===== config.mk =====
export PLATFORM = sky130hd
export DESIGN_NAME = booth_accumulator
export DESIGN_NICKNAME = d
export VERILOG_FILES = /design/src/rtl/booth_accumulator.sv
export SDC_FILE = /design/constraint.sdc
export NUM_CORES = 1
export LEC_CHECK = 0
export BUFFER_PORTS_ARGS = -buffer_cell sky130_fd_sc_hd__buf_2
export CAP_MARGIN = 20
export CORE_MARGIN = 2
export CORE_UTILIZATION = 52
export CTS_CLUSTER_SIZE = 28
export DETAILED_ROUTE_END_ITERATION = 8
export PLACE_DENSITY = 0.83
export SETUP_SLACK_MARGIN = 0.05
export SLEW_MARGIN = 10
export SYNTH_ARGS = -nofsm -noshare
export SYNTH_HDL_FRONTEND = slang
export SYNTH_SLANG_ARGS = --single-unit

===== constraint.sdc =====
create_clock -name clk -period 2.8 [get_ports clk]
set_input_delay 0.14 -clock clk [delete_from_list [all_inputs] [get_ports clk]]
set_output_delay 0.14 -clock clk [all_outputs]
set_load 0.02 [all_outputs]

===== src/rtl/booth_accumulator.sv =====
// Accumulates a programmable number of signed 16-bit products from an upstream
// modified-Booth multiplier into a saturating signed accumulator. The result is
// held with a valid/ready handshake. Products that arrive while a result waits
// to be accepted are discarded and flagged with a one-cycle drop pulse.
module booth_accumulator #(
  parameter int unsigned ACC_W = 24,  // legal range 17..32
  parameter int unsigned LEN_W = 4
) (
  input  logic             clk,
  input  logic             rst,
  input  logic             clear,
  input  logic [LEN_W-1:0] len,
  input  logic [15:0]      prod,
  input  logic             done,
  output logic [ACC_W-1:0] acc_out,
  output logic             acc_valid,
  input  logic             acc_ready,
  output logic             busy,
  output logic             ovf,
  output logic             drop
);

  typedef enum logic [1:0] {
    StIdle,
    StAccum,
    StHold
  } state_e;

  // Saturation limits of the signed accumulator.
  localparam logic [ACC_W-1:0] AccMax = {1'b0, {(ACC_W-1){1'b1}}};
  localparam logic [ACC_W-1:0] AccMin = {1'b1, {(ACC_W-1){1'b0}}};

  state_e             state_q, state_d;
  logic [ACC_W-1:0]   acc_q, acc_d;
  logic [LEN_W-1:0]   cnt_q, cnt_d;
  logic [LEN_W-1:0]   len_q, len_d;
  logic               ovf_q, ovf_d;
  logic               drop_q, drop_d;

  logic [ACC_W-1:0]   prod_ext;
  logic [ACC_W:0]     sum_wide;
  logic               sum_ovf;
  logic [ACC_W-1:0]   sum_sat;
  logic [LEN_W-1:0]   len_eff;
  logic [LEN_W-1:0]   cnt_inc;
  logic               start;

  // Datapath: sign-extend the product, add one bit wider than the accumulator
  // and clamp when the two top bits of the wide sum disagree.
  always_comb begin
    prod_ext = {{(ACC_W-16){prod[15]}}, prod};
    sum_wide = {acc_q[ACC_W-1], acc_q} + {prod_ext[ACC_W-1], prod_ext};
    sum_ovf  = sum_wide[ACC_W] ^ sum_wide[ACC_W-1];
    if (!sum_ovf) begin
      sum_sat = sum_wide[ACC_W-1:0];
    end else if (sum_wide[ACC_W]) begin
      sum_sat = AccMin;
    end else begin
      sum_sat = AccMax;
    end
    // A term count of zero behaves as a single-product result.
    len_eff = (len == '0) ? LEN_W'(1) : len;
    cnt_inc = cnt_q + LEN_W'(1);
  end

  // Next-state logic: FSM transitions, accumulator update, drop and clear.
  always_comb begin
    state_d = state_q;
    acc_d   = acc_q;
    cnt_d   = cnt_q;
    len_d   = len_q;
    ovf_d   = ovf_q;
    drop_d  = 1'b0;
    start   = 1'b0;

    unique case (state_q)
      StIdle: begin
        if (done) begin
          start = 1'b1;
        end
      end
      StAccum: begin
        if (done) begin
          acc_d = sum_sat;
          cnt_d = cnt_inc;
          ovf_d = ovf_q | sum_ovf;
          if (cnt_inc == len_q) begin
            state_d = StHold;
          end
        end
      end
      StHold: begin
        if (acc_ready) begin
          // Retiring and starting in the same edge keeps back-to-back results
          // free of a bubble.
          if (done) begin
            start = 1'b1;
          end else begin
            state_d = StIdle;
          end
        end else if (done) begin
          drop_d = 1'b1;
        end
      end
      default: begin
        state_d = StIdle;
      end
    endcase

    // First product of a result: load rather than add, and latch the length.
    if (start) begin
      acc_d   = prod_ext;
      cnt_d   = LEN_W'(1);
      ovf_d   = 1'b0;
      len_d   = len_eff;
      state_d = (len_eff == LEN_W'(1)) ? StHold : StAccum;
    end

    // Clear wins over any handshake or product in the same cycle.
    if (clear) begin
      state_d = StIdle;
      acc_d   = '0;
      cnt_d   = '0;
      ovf_d   = 1'b0;
      drop_d  = 1'b0;
    end
  end

  // State registers with asynchronous active-high reset.
  always_ff @(posedge clk or posedge rst) begin
    if (rst) begin
      state_q <= StIdle;
      acc_q   <= '0;
      cnt_q   <= '0;
      len_q   <= '0;
      ovf_q   <= 1'b0;
      drop_q  <= 1'b0;
    end else begin
      state_q <= state_d;
      acc_q   <= acc_d;
      cnt_q   <= cnt_d;
      len_q   <= len_d;
      ovf_q   <= ovf_d;
      drop_q  <= drop_d;
    end
  end

  // All outputs come straight from registers.
  assign acc_out   = acc_q;
  assign acc_valid = (state_q == StHold);
  assign busy      = (state_q != StIdle);
  assign ovf       = ovf_q;
  assign drop      = drop_q;

endmodule


Yosys cells after proc, flatten, opt, wreduce, memory -nomap -nowiden
Cells that the tools add are included.

word-level totals
  bits in registers = 36
  input bits = 25
  word-level logic and storage cells = 55

cells by class
  add/subtract/negate cells = 2
  equal/unequal tests = 9
  muxes and demuxes = 29
  bitwise gates (word level) = 2
  reduce and logical (&&, ||, !) cells = 7

operators by type and width
  operator                                              number
  two-way mux 24 bit                                    6
  adder 24 x 16 -> 25 bit                               1
  two-way mux 4 bit                                     5
  two-way mux 2 bit                                     7
  two-way mux 1 bit                                     9
  != test 4 bit (second input constant)                 2
  one-hot mux 2 bit (3 select lines)                    1
  nonzero test 3 bit                                    2
  AND reduction 5 bit                                   1
  adder 4 x 1 -> 4 bit (second input constant)          1
  equality test 4 x 1 -> 1 bit (second input constant)  1
  equality test 4 bit                                   1
  logical NOT 4 bit                                     1
  != test 4 x 2 -> 1 bit (second input constant)        1
  != test 4 x 3 -> 1 bit (second input constant)        1
  != test 3 bit (second input constant)                 1
  equality test 2 x 1 -> 1 bit (second input constant)  1
  equality test 2 bit (second input constant)           1
  logical NOT 2 bit                                     1
  one-hot mux 1 bit (2 select lines)                    1
  AND reduction 2 bit                                   1
  nonzero test 2 bit                                    1
  bitwise OR 1 bit                                      1
  XOR 1 bit                                             1

Longest topological paths before layout
Gate-level depths: netlist (run 1).

  word-level depth = 7
  mapped depth = 11
  gate-level depth less buffers = 10

Worst setup path after synthesis (run 1)
No wires, ideal clock.

  path kind = register -> register
  start = register acc_q[0], in the netlist acc_out[0]
  end = register acc_q[11], in the netlist acc_out[11]
  data arrival time = 2758 ps
  data required time = 2675 ps
  path slack = -83 ps
  cell stages (with the launch flop) = 12
  path buffers = 1
  period minus slack after synthesis = 2883 ps
  cell sequence = dfrtp_1 ha_1 fa_1 a21o_1 a311oi_2 nor2_1 a221o_2 o31ai_4 o211ai_4 buf_6 o221ai_1 nand2_1

between the ends
  cells in the longest elaborated chain, start to end = 7
  elaborated cells on any way between the ends = 8
  those cells by class = add/sub (1); mux (6); bitwise (1)

ends and longest elaborated chain
  what                                             RTL line  RTL
  start, declared                                  34        logic [ACC_W-1:0] acc_q, acc_d;
  start signal, assigned                           133       acc_q <= '0;
  start signal, assigned                           140       acc_q <= acc_d;
  adder 24 x 16 -> 25 bit *                        52        sum_wide = {acc_q[ACC_W-1], acc_q} + {prod_ext[ACC_W-1], prod_ext};
  two-way mux 24 bit or XOR 1 bit (tied branches)  56, 53
  two-way mux 24 bit *                             54        if (!sum_ovf) begin
  two-way mux 24 bit *                             83        if (done) begin
  two-way mux 24 bit *                             76        unique case (state_q)
  two-way mux 24 bit *                             111       if (start) begin
  two-way mux 24 bit *                             120       if (clear) begin

Every way passes the cells marked *; elsewhere a longest branch is shown, timed or not. The select of a mux whose other input is x is not followed.
A chain may end at the register's enable or synchronous reset.

Worst setup path in the final report (run 1)
  start = register acc_q[0], in the netlist acc_out[0]
  end = register acc_q[5], in the netlist acc_out[5]

The elaborated chain is that of the path after synthesis.

==> results of run 1 <==
[cells by family after synthesis]
kind of cell	count (synthesis)	synth area share, %
and+or+nand+nor	136	20.0
AOI/OAI and AO/OA	129	29.7
DFF	36	28.9
adders and majority gates	26	10.7
xor gates and xnor gates	23	6.45
buffers and inverters	22	3.57
muxes	2	0.681
[through the flow]
stage / cells / util, % / TNS (ns) / hold WS (ns)
3_5_place_dp: 506 / 60.6 / -0.143 / 0.314
5_1_grt: 524 / 66.7 / -1.65 / 0.0533
2_1_floorplan: 374 / - / 0 / 0.245
3_3_place_gp: 506 / 60.6 / 0 / 0.302
4_1_cts: 517 / 63.2 / -0.0105 / 0.0531
6_report: 524 / 66.7 / -0.307 / 0.0515
[worst max path at each step]
stage | end | slack, ns | cells after the start
2_1_floorplan | acc_out[11]$_DFFE_PP0P_ | 0.08 | 11
3_3_place_gp | acc_out[8]$_DFFE_PP0P_ | 0.04 | 11
3_5_place_dp | acc_out[8]$_DFFE_PP0P_ | -0.04 | 11
4_1_cts | acc_out[22]$_DFFE_PP0P_ | -0.01 | 10
5_1_grt | acc_out[5]$_DFFE_PP0P_ | -0.12 | 9
6_report | acc_out[5]$_DFFE_PP0P_ | -0.07 | 11
[cell type report]
type / instances / area, um2
Clock buffer: 5 / 68.8
Sequential cell: 36 / 902
Clock inverter: 3 / 18.8
Timing Repair Buffer: 82 / 503
Tap cell: 75 / 93.8
Multi-Input combinational cell: 316 / 2290
Fill cell: 471 / 1950
Inverter: 7 / 26.3
[cell usage after synthesis (all sizes together) (5+ instances only)]
library cell | count | share of area [%]
inv | 7 | 0.84
a21o | 8 | 1.9
o21a | 5 | 1.2
nor3 | 9 | 1.4
o31ai | 7 | 2.1
buf | 7 | 1.7
xor2 | 10 | 2.8
dfrtp | 36 | 29
xnor2 | 13 | 3.6
nand3 | 8 | 1.3
nand2 | 59 | 7.1
o221ai | 6 | 1.7
a31oi | 5 | 1.5
o21ai | 36 | 5.9
nor2 | 29 | 3.6
ha | 25 | 10
and3 | 5 | 1.0
a21oi | 25 | 4.1
clkbuf | 8 | 1.0
o211ai | 7 | 2.1
[worst reg2reg max path: stages, from the launching register on]
cell and delay (ns):
dfrtp_2 0.43, ha_4 0.17, fa_2 0.34, a21o_1 0.19
a311oi_2 0.29, nor2_2 0.09, a221o_2 0.38, buf_4 0.15
nor2_4 0.15, a31oi_4 0.19, a221oi_1 0.29, nor4_1 0.07
[registers in the layout (all words and copies together) (netlist names)]
name,cells
acc_out,24
cnt_q,4
len_q,4
state_q,2
drop,1
ovf,1
[layer usage]
metal / global-route usage, % / up-vias / wire, um
li1: - / 1532 / -
met3: 3.85 / 16 / 392
met5: 0 / - / 0
met2: 44.4 / 108 / 4200
met4: 7.80 / 0 / 127
met1: 33.4 / 1522 / 3800
[where the power goes]
part	switching, mW	internal (mW)
clock	0.209	0.174
combinational	0.702	0.502
sequential	0.0691	0.591
total	0.980	1.27
[timing repair]
action                     CTS  global route
gates resized for setup     11            34
hold buffers                 1             0
gates cloned                 1             0
hold endpoints to repair     3             0
setup endpoints to repair   23            24
buffers inserted             1             7
pin swaps                    2            14
==> results.sh, run 1 <==
export IMPL_routabilityCongestion=0.986
export IMPL_total_power_mw=2.25
export IMPL_fin_crit_sh_pct=102
export IMPL_cts_root_buffer="clkbuf_8"
export IMPL_maxClockFrequency_ghz=0.349
export IMPL_startpoint_type="flop"
export IMPL_grt_overflow_total=0
export IMPL_vias=3178
export IMPL_io_pins=53
export IMPL_holdPathEnd="len_q[1]$_DFFE_PP0P_"
export IMPL_ys_warn_count=0
export IMPL_layout_setup_ws_ns=-0.0652
export IMPL_drc_errors=0
export IMPL_whs_path_depth=3
export IMPL_grt_max_degree=28
export IMPL_r2r_end="acc_out[5]$_DFFE_PP0P_"
export IMPL_dpl_cell_area_um2=3550
export IMPL_worstPathRequired_ns=2.97
export IMPL_cts_buffer_depth=2
export IMPL_path_clk_slew_ns=0.08
export IMPL_synth_seq_area_share_pct=28.9
export IMPL_drv_slew=0
export IMPL_synth_seq_cells=36
export IMPL_relSlewSlack_pct=51.3
export IMPL_synth_area_per_cell_um2=8.35
export IMPL_crit_path_end_kind="flop"
export IMPL_drt_wl_total_um=8520
export IMPL_crit_type="flop to flop"
export IMPL_cp_max_fo=9
export IMPL_drtPass1Iterations=5
export IMPL_drtIter0Drc=252
export IMPL_pre_cts_ws_ns=-0.0375
export IMPL_finalSetupViolations=10
export IMPL_final_cell_mix="nand2_1, buf_2, dfrtp_1"
export IMPL_dieArea_um2=6640
export IMPL_grt_use_total_pct=25.8
export IMPL_worstMarginPinSlew_ns=0.729
export IMPL_cts_buffers=5
export IMPL_regToRegSetupSlack_ns=-0.07
export IMPL_antenna_found_initial=0
export IMPL_cts_tree="yes"
export IMPL_r2r_cells=11
export IMPL_async_flop_share_pct=100
export IMPL_status="finished with violations"
export IMPL_hp_class="input pin to flop"
export IMPL_synth_main_ff_cell="dfrtp_1"
export IMPL_synth_cell_types=62
export IMPL_r2r_start="acc_out[0]$_DFFE_PP0P_"
export IMPL_grt_pass1_vias=3007
export IMPL_die_x_um=81.5
export IMPL_crit_arrival_ns=3.04
export IMPL_drt_vias_per_instance=6.06
export IMPL_crit_path_top_delay_cell="dfrtp_2"
export IMPL_grt_pass1_wl_um=13600
export IMPL_rsz0062_at_grt="true"
export IMPL_power_density_nw_per_um2=576
export IMPL_synth_nets=425
export IMPL_antenna_left=0
export IMPL_failed_checks="negative setup slack"
export IMPL_dpl_hpwl_um=6080
export IMPL_synthCells=374
export IMPL_final_design_area_no_fill_um2=3900
export IMPL_clock_latency_ns=0.30
export IMPL_skew_ns=0.0163
export IMPL_drive_gt1_share_pct=30.5
export IMPL_syn_to_final_growth_pct=25.0
export IMPL_start_util_pct=53.4
export IMPL_peakVddDrop_uv=319
export IMPL_cap_violations=0
export IMPL_p_leak_nw=1.85
export IMPL_synth_edf_count=0
export IMPL_fp_dieH_um=81.5
export IMPL_path_buf_inv=1
export IMPL_core_rowCount=28
export IMPL_hold_viol=0
export IMPL_netlist_area_um2=3120
export IMPL_fin_crit_ns=2.87
export IMPL_final_nets=499
export IMPL_n_antenna_cell=0
export IMPL_htreeDepth=2
export IMPL_fp_coreArea_um2=5850
export IMPL_port_buffers=52
export IMPL_layout_commonest_cell="nand2_1"
export IMPL_clock_sinks=36
export IMPL_crit_chain="ha_4 -> fa_2 -> a21o_1 -> a311oi_2 -> nor2_2 -> a221o_2 -> buf_4 -> nor2_4 -> a31oi_4 -> a221oi_1 -> nor4_1"
export IMPL_routedWlPerCell_um=16.3
export IMPL_cpPeakStageDelay_ns=0.43
export IMPL_min_from="len[1]"
export IMPL_crit_start="acc_out[0]$_DFFE_PP0P_"
export IMPL_cp_top_family="compound AO/OA/AOI/OAI gates"
No activity file was read; power rests on OpenSTA's default activity.
==> inputs of run 2 (changes only) <==
--- a/config.mk
+++ b/config.mk
@@ -5,15 +5,17 @@
 export SDC_FILE = /design/constraint.sdc
 export NUM_CORES = 1
 export LEC_CHECK = 0
+export ABC_AREA = 1
 export BUFFER_PORTS_ARGS = -buffer_cell sky130_fd_sc_hd__buf_2
 export CAP_MARGIN = 20
 export CORE_MARGIN = 2
-export CORE_UTILIZATION = 52
+export CORE_UTILIZATION = 53
 export CTS_CLUSTER_SIZE = 28
 export DETAILED_ROUTE_END_ITERATION = 8
+export GPL_TIMING_DRIVEN = 0
 export PLACE_DENSITY = 0.83
 export SETUP_SLACK_MARGIN = 0.05
-export SLEW_MARGIN = 10
+export SLEW_MARGIN = 30
 export SYNTH_ARGS = -nofsm -noshare
 export SYNTH_HDL_FRONTEND = slang
 export SYNTH_SLANG_ARGS = --single-unit
==> run 2 against run 1 <==
  * The flow now finishes without violations
  * Final cell count up 32%
  * Die area up 12%
  * Critical path depth up 4
  * Non-clock buffer count down 17
  * Clock-buffer cell count unchanged
  * Utilization down 3.7 points
  * Synthesized cell count up 48%
  * Synthesized area up 14%
  * Sequential power down 0.8%
  * Combinational power about the same
  * Maximum frequency up 16%
==> results.sh, run 2 <==
export IMPL_drtIter0Drc=230
export IMPL_layout_setup_ws_ns=0.332
export IMPL_final_design_area_no_fill_um2=4050
export IMPL_grt_use_total_pct=29.3
export IMPL_whs_path_depth=2
export IMPL_worstMarginPinSlew_ns=0.587
export IMPL_cp_max_fo=10
export IMPL_synth_top_cell_area_share_pct=25.2
export IMPL_hold_viol=0
export IMPL_synth_seq_cells=36
export IMPL_synth_area_leader_cell="dfrtp_1"
export IMPL_die_x_um=86.1
export IMPL_dpl_cell_area_um2=3950
export IMPL_synth_edf_count=0
export IMPL_fin_cells=691
export IMPL_core_rowCount=29
export IMPL_r2r_cells=15
export IMPL_r2r_end="acc_out[10]$_DFFE_PP0P_"
export IMPL_ys_warn_count=0
export IMPL_power_density_nw_per_um2=550
export IMPL_port_buffers=52
export IMPL_io_pins=53
export IMPL_skew_ns=0.0101
export IMPL_n_antenna_cell=0
export IMPL_synthTopCellsByCount="nand2_1, inv_1, nor2_1"
export IMPL_dp_cells=682
export IMPL_drtPass1Iterations=5
export IMPL_synthCells=552
export IMPL_regToRegSetupSlack_ns=0.33
export IMPL_dieArea_um2=7410
export IMPL_drt_wl_total_um=10300
export IMPL_dpl_hpwl_um=8210
export IMPL_start_util_pct=55.6
export IMPL_antenna_found_initial=0
export IMPL_holdWs_ns=0.103
export IMPL_grt_pass1_vias=3649
export IMPL_pre_cts_ws_ns=0.325
export IMPL_antenna_left=0
export IMPL_hp_class="input pin to flop"
export IMPL_drt_vias_per_instance=5.54
export IMPL_clock_latency_ns=0.30
export IMPL_final_cell_mix="nand2_1, inv_1, nor2_1"
export IMPL_path_clk_slew_ns=0.09
export IMPL_maxClockFrequency_ghz=0.405
export IMPL_cts_root_buffer="clkbuf_8"
export IMPL_htreeDepth=2
export IMPL_synth_most_common_cell="nand2_1"
export IMPL_final_nets=664
export IMPL_synth_seq_area_share_pct=25.2
export IMPL_clock_sinks=36
export IMPL_peakVddDrop_uv=300
export IMPL_largest_reg_flops=24
export IMPL_async_flop_share_pct=100
export IMPL_vias=3827
export IMPL_finalSetupViolations=0
export IMPL_p_leak_nw=2.27
export IMPL_drv_slew=0
export IMPL_cts_buffer_depth=2
export IMPL_syn_to_final_growth_pct=13.4
export IMPL_crit_type="flop to flop"
export IMPL_routabilityCongestion=0.977
export IMPL_total_power_mw=2.23
export IMPL_cts_tree="yes"
export IMPL_grt_overflow_total=0
export IMPL_synth_nets=603
export IMPL_startpoint_type="flop"
export IMPL_cts_buffers=5
export IMPL_fp_coreArea_um2=6420
export IMPL_routedWlPerCell_um=14.9
export IMPL_crit_arrival_ns=2.67
export IMPL_fin_crit_sh_pct=88.1
export IMPL_r2r_start="acc_out[0]$_DFFE_PP0P_"
export IMPL_relSlewSlack_pct=60.9
export IMPL_drc_errors=0
export IMPL_layout_commonest_cell="nand2_1"
export IMPL_drive_gt1_share_pct=16.9
export IMPL_final_setup_tns_ns=0
export IMPL_worstPathRequired_ns=3.00
export IMPL_grt_pass1_wl_um=17300
export IMPL_crit_path_end_kind="flop"
export IMPL_holdPathEnd="drop$_DFF_PP0_"
export IMPL_min_from="clear"
export IMPL_synth_area_leaders="dfrtp_1, nand2_1, ha_1, inv_1, nor2_1"
export IMPL_synth_area_per_cell_um2=6.46
export IMPL_grt_max_degree=29
export IMPL_fin_crit_ns=2.47
export IMPL_fin_util_pct=63.0
export IMPL_cap_violations=0
export IMPL_netlist_area_um2=3570
export IMPL_synth_main_ff_cell="dfrtp_1"
export IMPL_synth_cell_types=38
export IMPL_rsz0062_at_grt="false"
export IMPL_status="finished, final reports clean"
export IMPL_fp_dieH_um=86.1
run 2: what timing repair did:
action	in CTS	in global routing
setup endpoints to repair	0	1
hold buffers	1	0
resized for setup	0	1
hold endpoints to repair	8	0
buffers inserted	0	0
run 2: cell type report:
type                       count  area (um2)
clock buffer                   5        68.8
fill                         616        2380
clock inverter                 3        18.8
timing repair buffer          54         290
inverter                      62         233
multi-input combinational    443        2380
buffer                        11        60.1
tap                           77        96.3
sequential                    36         901
run 2: how the worst max path moves through the flow:
stage / startpoint / endpoint / slack (ns) / cells after the start
after global routing: acc_out[0]$_DFFE_PP0P_ / acc_out[19]$_DFFE_PP0P_ / 0.11 / 16
after global placement: acc_out[0]$_DFFE_PP0P_ / acc_out[6]$_DFFE_PP0P_ / 0.34 / 15
after CTS: acc_out[0]$_DFFE_PP0P_ / acc_out[22]$_DFFE_PP0P_ / 0.29 / 14
after detailed placement: acc_out[0]$_DFFE_PP0P_ / acc_out[22]$_DFFE_PP0P_ / 0.32 / 14
final: acc_out[0]$_DFFE_PP0P_ / acc_out[10]$_DFFE_PP0P_ / 0.33 / 15
after floorplan: acc_out[0]$_DFFE_PP0P_ / acc_out[5]$_DFFE_PP0P_ / 0.56 / 15
run 2: critical path, cell delays in order (launching register included):
cell     delay, ns
dfrtp_1       0.41
ha_1          0.26
fa_2          0.39
nand2_1       0.09
nand2_1       0.08
nand3_1       0.10
nand2_2       0.13
nand2_2       0.12
nand3_2       0.09
nand2_2       0.08
nand2_2       0.06
nand2_4       0.13
buf_6         0.17
nand3_1       0.10
nand3_1       0.11
nand2_1       0.05
run 2: kinds of logic (layout without fill, tap and decap cells):
kind of cell,after synthesis,after routing,synth area share [%]
simple gates,325,325,41.0
buf+inv,73,135,8.20
compound gates,72,72,11.4
flops,36,36,25.2
fa+ha+maj,26,26,9.33
xor+xnor,20,20,4.91
run 2: report_power, final:
group	leakage (nW)	internal, mW	switching, mW
Sequential	0.482	0.591	0.0638
Clock	0.0479	0.174	0.218
Combinational	1.74	0.403	0.777
run 2: per-layer routing:
layer | share of wire, % | track usage, %
met4 | 2.6 | 7.07
met3 | 5.4 | 3.95
met5 | 0 | 0
met1 | 46 | 40.3
met2 | 46 | 48.9
